$ cat src/rtl/mult_pkg.sv
// Shared types and defaults for the HI/LO multiply controller.
package mult_pkg;

  localparam int WIDTH    = 32;
  localparam int MULT_LAT = 3;

  typedef enum logic [0:0] {
    IDLE = 1'b0,
    BUSY = 1'b1
  } hilo_state_e;

  localparam logic RD_LO = 1'b0;
  localparam logic RD_HI = 1'b1;

endpackage

$ cat src/rtl/multiplier_pipelined.sv
// Unsigned WIDTH x WIDTH multiplier with STAGES enabled register stages.
module multiplier_pipelined #(
  parameter int WIDTH  = 32,
  parameter int STAGES = 2
) (
  input  logic             clk,
  input  logic             rst,
  input  logic             en_in,
  input  logic [WIDTH-1:0] A,
  input  logic [WIDTH-1:0] B,
  output logic [WIDTH-1:0] out_hi,
  output logic [WIDTH-1:0] out_lo
);

  logic [2*WIDTH-1:0] pipe_r [STAGES];
  logic [2*WIDTH-1:0] a_ext_s;
  logic [2*WIDTH-1:0] b_ext_s;

  assign a_ext_s = {{WIDTH{1'b0}}, A};
  assign b_ext_s = {{WIDTH{1'b0}}, B};

  // Product pipeline: multiply into stage 0, shift forward while enabled.
  always_ff @(posedge clk) begin
    if (rst) begin
      for (int i = 0; i < STAGES; i++) begin
        pipe_r[i] <= '0;
      end
    end else if (en_in) begin
      pipe_r[0] <= a_ext_s * b_ext_s;
      for (int i = 1; i < STAGES; i++) begin
        pipe_r[i] <= pipe_r[i-1];
      end
    end else begin
      for (int i = 0; i < STAGES; i++) begin
        pipe_r[i] <= pipe_r[i];
      end
    end
  end

  assign {out_hi, out_lo} = pipe_r[STAGES-1];

endmodule

$ cat src/rtl/mult_hilo_ctrl.sv
// MULTU/MTHI/MTLO/MFHI/MFLO controller: issues to the pipelined multiplier,
// writes the product into HI/LO after MULT_LAT edges and stalls requests meanwhile.
module mult_hilo_ctrl
  import mult_pkg::*;
#(
  parameter int WIDTH    = mult_pkg::WIDTH,
  parameter int MULT_LAT = mult_pkg::MULT_LAT
) (
  input  logic             clk,
  input  logic             rst,
  input  logic             start,
  input  logic [WIDTH-1:0] a,
  input  logic [WIDTH-1:0] b,
  input  logic             mthi,
  input  logic             mtlo,
  input  logic [WIDTH-1:0] wdata,
  input  logic             rd_req,
  input  logic             rd_sel,
  output logic [WIDTH-1:0] rd_data,
  output logic             busy,
  output logic             stall,
  output logic             done
);

  localparam int CNT_W = $clog2(MULT_LAT + 1);
  // The operand registers count as the first latency edge, so the
  // multiplier itself carries one stage fewer than MULT_LAT.
  localparam int MUL_STAGES = MULT_LAT - 1;

  hilo_state_e      state_r;
  logic [CNT_W-1:0] cnt_r;
  logic [WIDTH-1:0] hi_r;
  logic [WIDTH-1:0] lo_r;
  logic [WIDTH-1:0] a_r;
  logic [WIDTH-1:0] b_r;
  logic             busy_r;
  logic             done_r;
  logic             en_s;
  logic [WIDTH-1:0] mul_hi_s;
  logic [WIDTH-1:0] mul_lo_s;

  assign en_s = (state_r == BUSY);

  multiplier_pipelined #(
    .WIDTH  (WIDTH),
    .STAGES (MUL_STAGES)
  ) u_mul (
    .clk    (clk),
    .rst    (rst),
    .en_in  (en_s),
    .A      (a_r),
    .B      (b_r),
    .out_hi (mul_hi_s),
    .out_lo (mul_lo_s)
  );

  // Issue/writeback FSM together with its counter, operands and HI/LO.
  always_ff @(posedge clk) begin
    if (rst) begin
      state_r <= IDLE;
      cnt_r   <= '0;
      hi_r    <= '0;
      lo_r    <= '0;
      a_r     <= '0;
      b_r     <= '0;
      busy_r  <= 1'b0;
      done_r  <= 1'b0;
    end else begin
      done_r <= 1'b0;
      case (state_r)
        IDLE: begin
          if (start) begin
            a_r     <= a;
            b_r     <= b;
            cnt_r   <= CNT_W'(MULT_LAT);
            busy_r  <= 1'b1;
            state_r <= BUSY;
          end else begin
            if (mthi) begin
              hi_r <= wdata;
            end
            if (mtlo) begin
              lo_r <= wdata;
            end
          end
        end
        BUSY: begin
          if (cnt_r == CNT_W'(1)) begin
            hi_r    <= mul_hi_s;
            lo_r    <= mul_lo_s;
            cnt_r   <= '0;
            busy_r  <= 1'b0;
            done_r  <= 1'b1;
            state_r <= IDLE;
          end else begin
            cnt_r <= cnt_r - CNT_W'(1);
          end
        end
        default: begin
          state_r <= IDLE;
          cnt_r   <= '0;
          busy_r  <= 1'b0;
        end
      endcase
    end
  end

  assign busy    = busy_r;
  assign done    = done_r;
  assign stall   = busy_r & (start | mthi | mtlo | rd_req);
  assign rd_data = (rd_sel == RD_HI) ? hi_r : lo_r;

endmodule

$ cat config.mk
export PLATFORM = sky130hd
export DESIGN_NAME = mult_hilo_ctrl
export DESIGN_NICKNAME = d
export VERILOG_FILES = /design/src/rtl/mult_pkg.sv /design/src/rtl/multiplier_pipelined.sv /design/src/rtl/mult_hilo_ctrl.sv
export SDC_FILE = /design/constraint.sdc
export NUM_CORES = 2
export LEC_CHECK = 0
export CORE_MARGIN = 5
export CORE_UTILIZATION = 28
export DETAILED_ROUTE_END_ITERATION = 10
export PLACE_DENSITY_LB_ADDON = 0.1
export SLEW_MARGIN = 20
export SYNTH_ARGS = -nofsm -noshare
export SYNTH_HDL_FRONTEND = slang
export SYNTH_SLANG_ARGS = --single-unit
$ cat constraint.sdc
create_clock -name clk -period 8.25 [get_ports clk]
set_clock_uncertainty 0.15 [all_clocks]
set_input_delay 1.65 -clock clk [delete_from_list [all_inputs] [get_ports clk]]
set_output_delay 1.65 -clock clk [all_outputs]
set_load 0.05 [all_outputs]
==> flow_metrics.tcl <==
set metrics [dict create \
    post_synthesis_cells 4648 \
    clk_root_buffer_cell "sky130_fd_sc_hd__clkbuf_16" \
    synth_sequential_area_ratio 0.149 \
    path_buf_inv 4 \
    cts.repair.resized 0 \
    vdd_ir_drop_max_mv 0.141 \
    most_used_cells_in_the_layout_excluding_fill_and_tap_cells "sky130_fd_sc_hd__fa_1 (896), sky130_fd_sc_hd__inv_1 (859), sky130_fd_sc_hd__and2_1 (684)" \
    max-slew-margin-rel 0.326 \
    post-place-ws_ns 0.226 \
    ctsLongestPathBuffers 3 \
    synth.avg_cell_area_sq_um 9.39 \
    run_status "finished clean" \
    final_hold_violation_count 0 \
    synth_cell_type_count 77 \
    post-route-min-period_ns 7.87 \
    coreArea_sq_um 154000 \
    antenna_cells_inserted 0 \
    route.vias.total 30666 \
    cts-htree-levels 2 \
    gp_congestion 0.820 \
    most_common_library_cell_in_the_layout_ignoring_fill_and_taps "sky130_fd_sc_hd__fa_1" \
    pin_count_of_the_biggest_net_entering_global_routing 88 \
    power.density_cell_area_nw_per_um2 108 \
    postCtsHoldBufs 0 \
    drt-pass1-iter-count 5 \
    route.detailed.vias_per_inst 4.51 \
    dominantRegCellSynth "sky130_fd_sc_hd__dfxtp_1" \
    cts.sink_count 261 \
    timing.critical_path.from_type "register" \
    worst_margin_pin_slew_ns 1.01 \
    finalMaxSlewViolations 0 \
    synth_seq_cells 261 \
    synthesis.area_sq_um 43600 \
    die_h_um 405 \
    timing.final.crit_share 0.954 \
    critical_path.cell_chain "buf_4, buf_4, and2_1, fa_1, fa_1, inv_1, fa_1, fa_1, fa_1, inv_1, fa_1, fa_1, fa_1, ha_1, nand4_1, a211oi_1, o211ai_1, a311oi_1, a211o_2, o21ai_2, o211ai_2, a21oi_1, a31o_1" \
    fp.dieArea_sq_um 164000 \
    grt_pass1_wl_um 220000 \
    crit_top_cell "sky130_fd_sc_hd__fa_1" \
    timing.critical_path.slowest_stage_cell "sky130_fd_sc_hd__dfxtp_1" \
    mappedNetlistNets 5911 \
    worst_setup_hold_path_clk_slew_ns 0.06 \
    cts_inserted_buffers 37 \
    critical-path-max-stage-delay_ns 0.61 \
    synth_enable_flop_cells 128 \
    vias_in_the_first_global_route 34186 \
    arrival_ns 8.04 \
    setup_viol_count_final 0 \
    ys_async_sr_fraction 0 \
    tns_ns 0 \
    hold_path.class "register to register" \
    syn_to_final_growth_pct 13.9 \
    pin_count 138 \
    initial_antenna_violation_count 9 \
    initial_core_util 0.283 \
    wl_per_cell_um 20.8 \
    crit_family "adder cells" \
    placementRows 144 \
    dp_hpwl_um 114000 \
    postCtsSetupBuffers 0 \
    max-cap-violations 0 \
    grt_overflow 0 \
    clock_insertion_delay_worst_skew_ns 0.61 \
    io_buffers 137 \
    syn_warnings 0 \
    worstSetupPathType "register to register" \
    floorplan.die.width_um 405 \
    fmax_ghz 0.127 \
    grt.total_usage 0.177 \
    required_time_at_the_endpoint_of_the_critical_path_ns 8.43 \
    drt-initial-drc-count 1379 \
    leakagePower_nw 23.2 \
    crit_fanout 10 \
    setup_ws_ns 0.382 \
    drcViolationCount 0 \
    end_kind "register" \
    setup_repair_after_global_routing_missed_its_margin "no" \
    tritoncts_clock_tree "done" \
    finish.net_count 5991 \
    route.antenna.remaining_nets 0 \
    post_route_cells_drive_above_1_share 0.0706 \
    routed_wirelength_um 141000 \
]
==> cells in the mapped netlist (all sizes together), types with 2 or more instances <==
cell	instances	area (sq um)
a31o	3	26.3
ha	264	3300
nor2b	35	219
nand2	597	2250
and3	7	46.3
nor3	24	120
a2111oi	3	45.0
o21ai	43	223
dfxtp	133	2660
nor3b	3	27.5
o21bai	20	165
a21o	32	244
clkbuf	268	1030
and2	684	4280
a21boi	3	22.5
or2	3	18.8
o211ai	3	27.5
fa	896	17900
o31ai	6	63.8
o21a	10	75.1
a221o	3	30.0
a211o	3	27.5
a21oi	213	1070
edfxtp	128	3840
nand2b	5	31.3
nand4	26	178
a211oi	70	526
a31oi	10	83.8
xnor2	33	289
inv	859	3220
mux2	32	360
nand3b	3	26.3
xor2	17	149
or3	2	17.5
buf	20	100
nor2	145	544
a311oi	4	52.6
nor4	2	27.5
nand3	24	120
==> state kept, by name, indices dropped and copies added, names as in the netlist, 2 cells and up <==
register	count
hi_r	32
lo_r	32
u_mul.pipe_r	128
a_r	32
cnt_r	2
b_r	32
==> final cells by class <==
cell class	count	area [sq um]
Fill cell	16182	105000
Clock inverter	19	262
Sequential cell	261	6520
Timing Repair Buffer	329	3300
Clock buffer	48	1020
Inverter	859	3220
Multi-Input combinational cell	3240	32800
Tap cell	2044	2560
==> worst reg2reg max path: cells and delay by family (launching register included) <==
kind / cells / cell delay (ns)
compound gates: 8 / 1.69
fa+ha+maj: 9 / 4.35
buf+inv: 4 / 0.52
flops: 1 / 0.61
simple gates: 2 / 0.32
==> routing by layer <==
metal	part of all wire	up-vias	GRT usage
li1	-	14174	-
met2	0.50	375	0.306
met3	0.027	111	0.0170
met1	0.46	16006	0.243
met4	0.019	0	0.0328
met5	0	-	0
==> final timing paths <==
check | start | to | slack, ns | depth (start not counted)
hold reg to reg | cnt_r[0] | cnt_r[0] | 0.33 | 1
setup reg to reg | b_r[16] | u_mul.pipe_r[0][61] | 0.38 | 23
setup / recovery | b_r[16] | u_mul.pipe_r[0][61] | 0.38 | 23
hold / removal | cnt_r[0] | cnt_r[0] | 0.33 | 1
==> per-stage QoR <==
stage | power [W] | cell area [sq um] | util | instances | hold WS (ns)
2_1_floorplan | 0.00281 | 43600 | - | 4648 | 0.299
3_3_place_gp | 0.00377 | 48400 | 0.313 | 6733 | 0.324
3_5_place_dp | 0.00376 | 48400 | 0.313 | 6733 | 0.323
4_1_cts | 0.00552 | 49700 | 0.322 | 6800 | 0.335
5_1_grt | 0.00577 | 49700 | 0.322 | 6800 | 0.345
6_report | 0.00539 | 49700 | 0.322 | 6800 | 0.328
==> power breakdown <==
| part | switching (W) | total (W) | internal [W] |
|---|---|---|---|
| clock network | 0.000697 | 0.00171 | 0.00101 |
| logic | 0.00130 | 0.00211 | 0.000817 |
| registers | 0.0000907 | 0.00157 | 0.00148 |
==> kinds of logic (layout without fill, tap and decap cells) <==
kind of cell	count (synthesis)	count (layout)	share of synthesized area
XOR/XNOR	50	50	0.0100
multiplexers	32	32	0.00826
buffers and inverters	1147	1255	0.0997
AND/OR/NAND/NOR	1564	1564	0.182
adder cells (fa/ha/maj)	1160	1160	0.487
flip-flops	261	261	0.149
AO/OA/AOI/OAI	434	434	0.0640
(Power assumes the default switching activity.)
